$ cat config.mk
export PLATFORM = sky130hd
export DESIGN_NAME = pc_return_stack
export DESIGN_NICKNAME = d
export VERILOG_FILES = /design/src/rtl/pc_return_stack.sv
export SDC_FILE = /design/constraint.sdc
export NUM_CORES = 1
export LEC_CHECK = 0
export ABC_AREA = 1
export CAP_MARGIN = 10
export CORE_AREA = 4 4 57 59
export CTS_BUF_LIST = sky130_fd_sc_hd__clkbuf_8
export CTS_CLUSTER_SIZE = 10
export DETAILED_ROUTE_END_ITERATION = 6
export DIE_AREA = 0 0 61 63
export PLACE_DENSITY = 0.74
export SKIP_CTS_REPAIR_TIMING = 1
export SLEW_MARGIN = 15
export SYNTH_ARGS = -nofsm -noshare
export SYNTH_HDL_FRONTEND = slang
export SYNTH_SLANG_ARGS = --single-unit
$ cat constraint.sdc
create_clock -name clk -period 0.8 [get_ports clk]
set_input_delay 0.16 -clock clk [delete_from_list [all_inputs] [get_ports clk]]
set_output_delay 0.16 -clock clk [all_outputs]
set_load 0.01 [all_outputs]
$ cat src/rtl/pc_return_stack.sv
// Return-address stack for the PIC16C57 program counter: a shift register of DEPTH entries.
// Overflow and underflow wrap silently like silicon; the sticky ovf/unf flags are debug aids.
module pc_return_stack #(
  parameter int WIDTH = 11,
  parameter int DEPTH = 2,
  parameter int CNTW  = 2
) (
  input  logic             clk,
  input  logic             rst,
  input  logic             push,
  input  logic             pop,
  input  logic [WIDTH-1:0] push_data,
  input  logic             clr_flags,
  output logic [WIDTH-1:0] tos,
  output logic [CNTW-1:0]  level,
  output logic             full,
  output logic             empty,
  output logic             ovf,
  output logic             unf
);

  logic [WIDTH-1:0] entry [DEPTH];

  assign tos   = entry[0];
  assign full  = (level == CNTW'(DEPTH));
  assign empty = (level == '0);

  always_ff @(posedge clk or negedge rst) begin
    if (!rst) begin
      for (int i = 0; i < DEPTH; i++) entry[i] <= '0;
      level <= '0;
      ovf   <= 1'b0;
      unf   <= 1'b0;
    end else begin
      case ({push, pop})
        2'b10: begin
          for (int i = 1; i < DEPTH; i++) entry[i] <= entry[i-1];
          entry[0] <= push_data;
          if (!full) level <= level + CNTW'(1);
        end
        2'b01: begin
          // The bottom entry keeps its value, so repeated pops return a duplicate.
          for (int i = 0; i < DEPTH-1; i++) entry[i] <= entry[i+1];
          if (!empty) level <= level - CNTW'(1);
        end
        2'b11: entry[0] <= push_data;
        default: ;
      endcase

      // Clearing wins over setting in the same cycle.
      if (clr_flags) begin
        ovf <= 1'b0;
        unf <= 1'b0;
      end else begin
        if (push && !pop && full)  ovf <= 1'b1;
        if (pop  && !push && empty) unf <= 1'b1;
      end
    end
  end

endmodule

# == Word level (Yosys, flattened, before mapping) ==
# Cells that the tools add are included.
# W data, S select, Z words.
# classes
add_sub_neg,2
n_eq_ne,6
n_mux,8
reduce_logical,13
# ops
operator,n
$pmux W11 S2,1
$reduce_bool A2 Y1,4
$eq A2 B2 Y1 const B,3
$logic_and A1 B1 Y1,4
$mux W1,4
$mux W2,2
$ne A2 B2 Y1 const B,2
$pmux W2 S2,1
$reduce_and A3 Y1,1
$add A2 B1 Y2 const B,1
$eq A2 B1 Y1 const B,1
$logic_not A1 Y1,2
$logic_not A2 Y1,1
$reduce_or A2 Y1,1
$sub A2 B1 Y2 const B,1
# totals
register_bits,26
out_inout_bits,17
word_cells,34

# == Depth between registers and ports, before layout ==
# logic_depth
word_depth,5
mapped_depth,6
ltp_nobuf,6

# == Least setup slack after synthesis ==
# No wires, ideal clock.
# synth_path
path_type,reg-to-reg
start,register level[0]
end,register ovf
setup_ps,118
arrival_ps,806
slack_ps,-124
stages_incl_launch_ff,6
synth_period_minus_slack_ps,924
path_cell_list,dfrtp_1 inv_1 nand2_1 inv_1 a21oi_1 nor2_1
# synth_between
elab_chain_cells,3
# synth_rtl
item,line_no,rtl
start: declaration,15,"output logic [CNTW-1:0] level,"
start signal: assignment,39,if (!full) level <= level + CNTW'(1);
start signal: assignment,44,if (!empty) level <= level - CNTW'(1);
$eq A2 B2 Y1,25,assign full = (level == CNTW'(DEPTH));
via full,16,"output logic full,"
$logic_and A1 B1 Y1,55,if (push && !pop && full) ovf <= 1'b1;
$reduce_bool A2 Y1 (no source line),n/a,
end signal: assignment,32,ovf <= 1'b0;
end signal: assignment,52,ovf <= 1'b0;
end signal: assignment,55,
end: declaration,18,"output logic ovf,"
# The timed path passes the listed nets, and every way through them passes these cells.
# A chain may end at the register's enable or synchronous reset.

# == Final worst setup path ==
# layout_path
start,register level[0]
end,output port empty
# layout_between
elab_chain_cells,1
# layout_rtl
item,line_no,rtl
$logic_not A2 Y1,26,assign empty = (level == '0);
end: declaration,17,"output logic empty,"
# Every way passes these cells.

==> run_results.csv <==
group,metric,value,unit
synth,netlist_area,1180,µm²
clock_network,clock_latency,0.27,ns
placed_design,place_ws,-0.718,ns
synth,synth_top_cell_area_share,0.553,
timing,whs,0.230,ns
worst_setup_path,cpMostUsedCell,"buf_6",
timing,fin_ws,-0.393,ns
drt,wirelength,3.01,mm
clock_network,cts_buffers,3,
timing,drv_slew,0,
worst_setup_path,cp_top_family,"flip-flops",
floorplanning,dieArea,3840,µm²
timing,rsz0062_at_grt,"true",
clock_network,clk_pin_slew,0.09,ns
worst_setup_path,required,0.64,ns
synth,ys_top_cells_by_area,"dfrtp_1 55%, nand2_1 24%, buf_4 8.3%, nand3_1 6.0%, inv_1 1.6%",
layout,drive_above_1_share,0.367,
drt,wl_per_cell,13.3,µm
placed_design,place_inst,220,
synth,post_synth.cell_area_avg,8.06,µm²
clock_network,cts_tree,"done",
global_route,antenna_found_initial,0,
layout,fin_nets,213,
synth,synth_top_cell_by_area,"dfrtp_1",
synth,netlist_instances,146,
worst_setup_path,cp_data_arrival_time,1.03,ns
synth,synth_cell_types,11,
drt,ant_nets,0,
floorplanning,initial_utilization,0.434,
power_and_ir_drop,p_per_area,2350,nW/µm²
timing,setup_viol,21,
status,violations,"negative setup slack",
layout,final_util,0.641,
power_and_ir_drop,power.total,4.08,mW
placed_design,port_buffers,32,
clock_network,clkSinkCount,26,
timing,relSlewSlack,0.774,
power_and_ir_drop,p_leak,0.953,nW
worst_setup_path,path_cells,"buf_6 -> nor2_4 -> buf_6",
timing,max_freq,0.838,GHz
layout,fin_cells,227,
global_route,grt_usage,0.161,
clock_network,htreeDepth,1,
worst_setup_path,worstRegToRegCells,6,
floorplanning,row_count,19,
worst_setup_path,end_kind,"output pin",
worst_setup_path,r2r-start,"level[0]",
run,drv_cap,0,
floorplanning,die_w,61,µm
worst_setup_path,cp_slowest_cell,"dfrtp_2",
layout,area_growth,47.8,%
layout,n_antenna_cell,0,
worst_setup_path,path_buf_inv,2,
power_and_ir_drop,max-vdd-ir-drop,0.00202,V
global_route,grt_pass1_wl,4.80,mm
floorplanning,io_pins,33,
status,status,"finished with violations",
worst_setup_path,cp-start-kind,"register",
global_route,grt_remaining_overflow,0,
floorplanning,core_area,2710,µm²
worst_setup_path,reg2reg_slack,-0.28,ns
placed_design,gp_congestion,0.768,
global_route,grt_pass1_vias,1098,
clock_network,clock-root-buffer,"clkbuf_8",
floorplanning,die_h,63,µm
synth,ys_ff_latch,26,
drt,viasPerCell,4.85,
worst_setup_path,regToRegEndpoint,"unf",
drt,drtIter0Drc,53,
synth,syn-num-nets,162,
drt,dr_total_vias,1102,
timing,fin_worst_skew,0.00321,ns
global_route,grt_max_degree,27,
worst_setup_path,critPathKind,"register to output pin",
worst_hold_path,hold_path_class,"input pin to async pin",
drt,drc,0,
placed_design,detailed_place_hpwl,2.12,mm
drt,drt_first_pass_iters,4,
timing,worst_pin_slew,0.338,ns
timing,period_needed,1.19,ns
synth,ys.warnings.count,0,
timing,fin_crit_sh,1.49,
worst_setup_path,max_stage_delay,0.44,ns
synth,ys_seq_area_frac,0.553,
clock_network,clock_path_buffers,2,
timing,finalHoldViolCount,0,
worst_setup_path,cp_max_fo,3,
state kept, by name, indices dropped and copies added (netlist names):
| register | flops |
|---|---|
| level | 2 |
| unf | 1 |
| entry | 11 |
| tos | 11 |
| ovf | 1 |
worst register-to-register path, stage by stage, from the launching register on:
cell	delay, ns
dfrtp_2	0.40
buf_6	0.11
nor2_4	0.03
buf_4	0.13
buf_6	0.10
a21oi_1	0.14
nor2_1	0.06
area by class of cell:
| class | instances | area, µm² |
|---|---|---|
| Clock buffer | 4 | 55.1 |
| Multi-Input combinational cell | 99 | 463 |
| Fill cell | 235 | 972 |
| Inverter | 5 | 18.8 |
| Timing Repair Buffer | 62 | 509 |
| Tap cell | 31 | 38.8 |
| Sequential cell | 26 | 653 |
synthesized netlist by cell type (all sizes together):
library cell	instances
nand2	76
a21oi	2
nand3	14
buf	15
inv	5
nor2	6
o21ai	1
clkbuf	1
dfrtp	26
worst max-delay path by stage:
stage / from / to / slack [ns] / cells after the start
5_1_grt: level[0] / empty / -0.43 / 3
4_1_cts: level[0] / full / -0.80 / 4
6_report: level[0] / empty / -0.39 / 3
2_1_floorplan: level[0] / level[0] / -0.08 / 6
3_3_place_gp: pop / tos[10] / -0.68 / 4
3_5_place_dp: pop / tos[0] / -0.72 / 4
cell usage in the layout (no fill, tap or decap), drive strengths merged:
cell | synthesis | routed
nand2 | 76 | 76
dfrtp | 26 | 26
inv | 5 | 5
dlymetal6s2s | 0 | 2
a21oi | 2 | 2
clkbuf | 1 | 17
clkdlybuf4s50 | 0 | 13
nand3 | 14 | 14
buf | 15 | 34
o21ai | 1 | 1
nor2 | 6 | 6
power by group:
| part | internal [mW] | switching (mW) |
|---|---|---|
| registers | 1.53 | 0.161 |
| logic | 0.853 | 0.687 |
| clock network | 0.440 | 0.413 |
| total | 2.82 | 1.26 |
cells by family after synthesis:
logic type	after synthesis	share of synthesized area
simple gates	96	0.323
flops	26	0.553
buf+inv	21	0.111
compound gates	3	0.0128
layer usage:
metal  vias to the layer above  global-route usage  share of wire
met4                         0              0.0542          0.012
met2                        33               0.265           0.52
met1                       526               0.205           0.42
met3                         5              0.0351          0.053
li1                        538                   -              -
met5                         -                   0              0
metrics by stage:
stage               setup TNS, ns  instance area (µm²)
detailed placement         -20.54                 1650
global placement           -19.84                 1650
CTS                        -18.37                 1700
finish                      -4.10                 1740
global route                -4.89                 1740
floorplan                  -0.259                 1190
Power figures use the tool's default switching activity.
==> RTL change, RTL diff (same settings) <==
Set the parameter `CNTW` to 4 (it was 2).
--- a/src/rtl/pc_return_stack.sv
+++ b/src/rtl/pc_return_stack.sv
@@ -4,5 +4,5 @@
   parameter int WIDTH = 11,
   parameter int DEPTH = 2,
-  parameter int CNTW  = 2
+  parameter int CNTW  = 4
 ) (
   input  logic             clk,
Ports: changed (resized level); port bits go from 33 to 35. No check against the original RTL was run, so the function may have changed too.
==> RTL change against the original RTL <==
The run still ends with negative setup slack left. Power is 22% higher. Sequential cell count rose by 2. Critical path depth grew 6. Design area grew 16%. Routed wire length up 28%. Combinational power is 46% higher. Die area did not move. Worst setup slack worse by 0.18 ns. Sequential power rose by 11%. Area after synthesis up 16%. Global-route usage up 2.1 points. Critical path type is now flop to flop. Largest power group is now combinational cells.
==> RTL change: results (changes against the original RTL) <==
* Status: finished, violations left
* Failing checks: negative setup slack
* Pint at 3190 µW (+13%)
* DP Area at 1850 µm² (+12%)
* DR WL met3 at 193 µm (+21%)
* Avg WL per Cell at 15.2 µm (+15%)
* Clock buf/inv share at 2.74% (-0.43 points)
* RePlAce Congestion at 0.895 (+17%)
* Met2 wire length at 2.04 mm (+31%)
* FF-to-FF path depth at 9 (+3)
* Max VDD drop at 2290 µV (+13%)
* Register area at 702 µm² (+7.5%)
* Hpwl dp at 2.34 mm (+11%)
* Worst-margin pin slew at 0.270 ns (-0.0687 ns)
* # fillers at 212 (-9.8%)
* Non-clk bufs at 69 (+11%)
* Total GRT Usage at 18.2% (+2.1 points)
* Share of layout cells above drive strength 1 at 41.3% (+4.5 points)
* Worst endpoint data arrival time at 1.57 ns (+0.54 ns)
* Post-Route Skew at 0.00345 ns (+0.000244 ns)
* Final Instance Area at 2010 µm² (+16%)
* Via density at 5.20 (+7.0%)
* Final WS setup at -0.569 ns (-0.175 ns)
* TNS Setup at -6.97 ns (-2.87 ns)
* Fin nets at 241 (+13%)
* # setup viols final at 25 (+19%)
* Worst Setup End Kind: flop
* Port Buf Inserts at 34 (+6.3%)
* List of most frequent post-synthesis cells: 53 x nand2_1, 28 x dfrtp_1, 18 x inv_1
* Post-Syn Nets at 182 (+12%)
* First-pass GRT wire length at 5.33 mm (+11%)
* Largest net degree at the start of global routing at 29 (+7.4%)
* Crit Path Max Fanout at 5 (+2)
## RTL change: cell types whose count changed in the layout (fill, tap and decap cells not counted), moves of 3 or more
| cell | change |
|---|---|
| inv_2 | +11 |
| nand3_1 | -6 |
| xor2_1 | +3 |
| o21ai_1 | +11 |
| clkbuf_2 | +3 |
| nand2_1 | -19 |
| inv_1 | +7 |
| dfrtp_1 | +3 |
| o211ai_1 | +9 |
| nand2_2 | -4 |
## RTL change: layer usage
metal / up-vias / global-route usage (%)
li1: 618 / -
met1: 642 / 22.5
met2: 52 / 31.0
met3: 8 / 3.72
met4: 0 / 5.69
met5: - / 0
## RTL change: kinds of logic after synthesis
logic type,after synthesis,share of synthesized area [%]
DFF,28,51.1
and+or+nand+nor,70,21.7
AOI/OAI and AO/OA,24,10.4
xor gates and xnor gates,3,1.92
buffers and inverters,39,13.9
adders and majority gates,1,0.913
## RTL change: power groups by stage
stage | logic (µW) | clock network, µW | registers (µW)
2_1_floorplan | 867 | 0 | 1930
6_report | 2250 | 852 | 1870
3_3_place_gp | 1870 | 0 | 1850
4_1_cts | 1920 | 878 | 1850
3_5_place_dp | 1910 | 0 | 1860
5_1_grt | 2460 | 924 | 1900
## RTL change: worst max-delay path, stage by stage, from the launching register on
cell and delay, ns:
dfrtp_2 0.46, inv_2 0.11, nand2_2 0.07, nand2_2 0.08
inv_2 0.04, ha_4 0.15, inv_2 0.06, nand2_2 0.05
xor2_1 0.14, o21ai_1 0.13
## RTL change: metrics by stage
step,setup slack [ns],std cells,hold WS (ns)
floorplan,-0.460,165,-0.136
CTS,-0.915,243,0.247
global route,-0.612,254,0.253
finish,-0.569,254,0.242
detailed placement,-0.827,239,0.467
global placement,-0.749,239,0.456
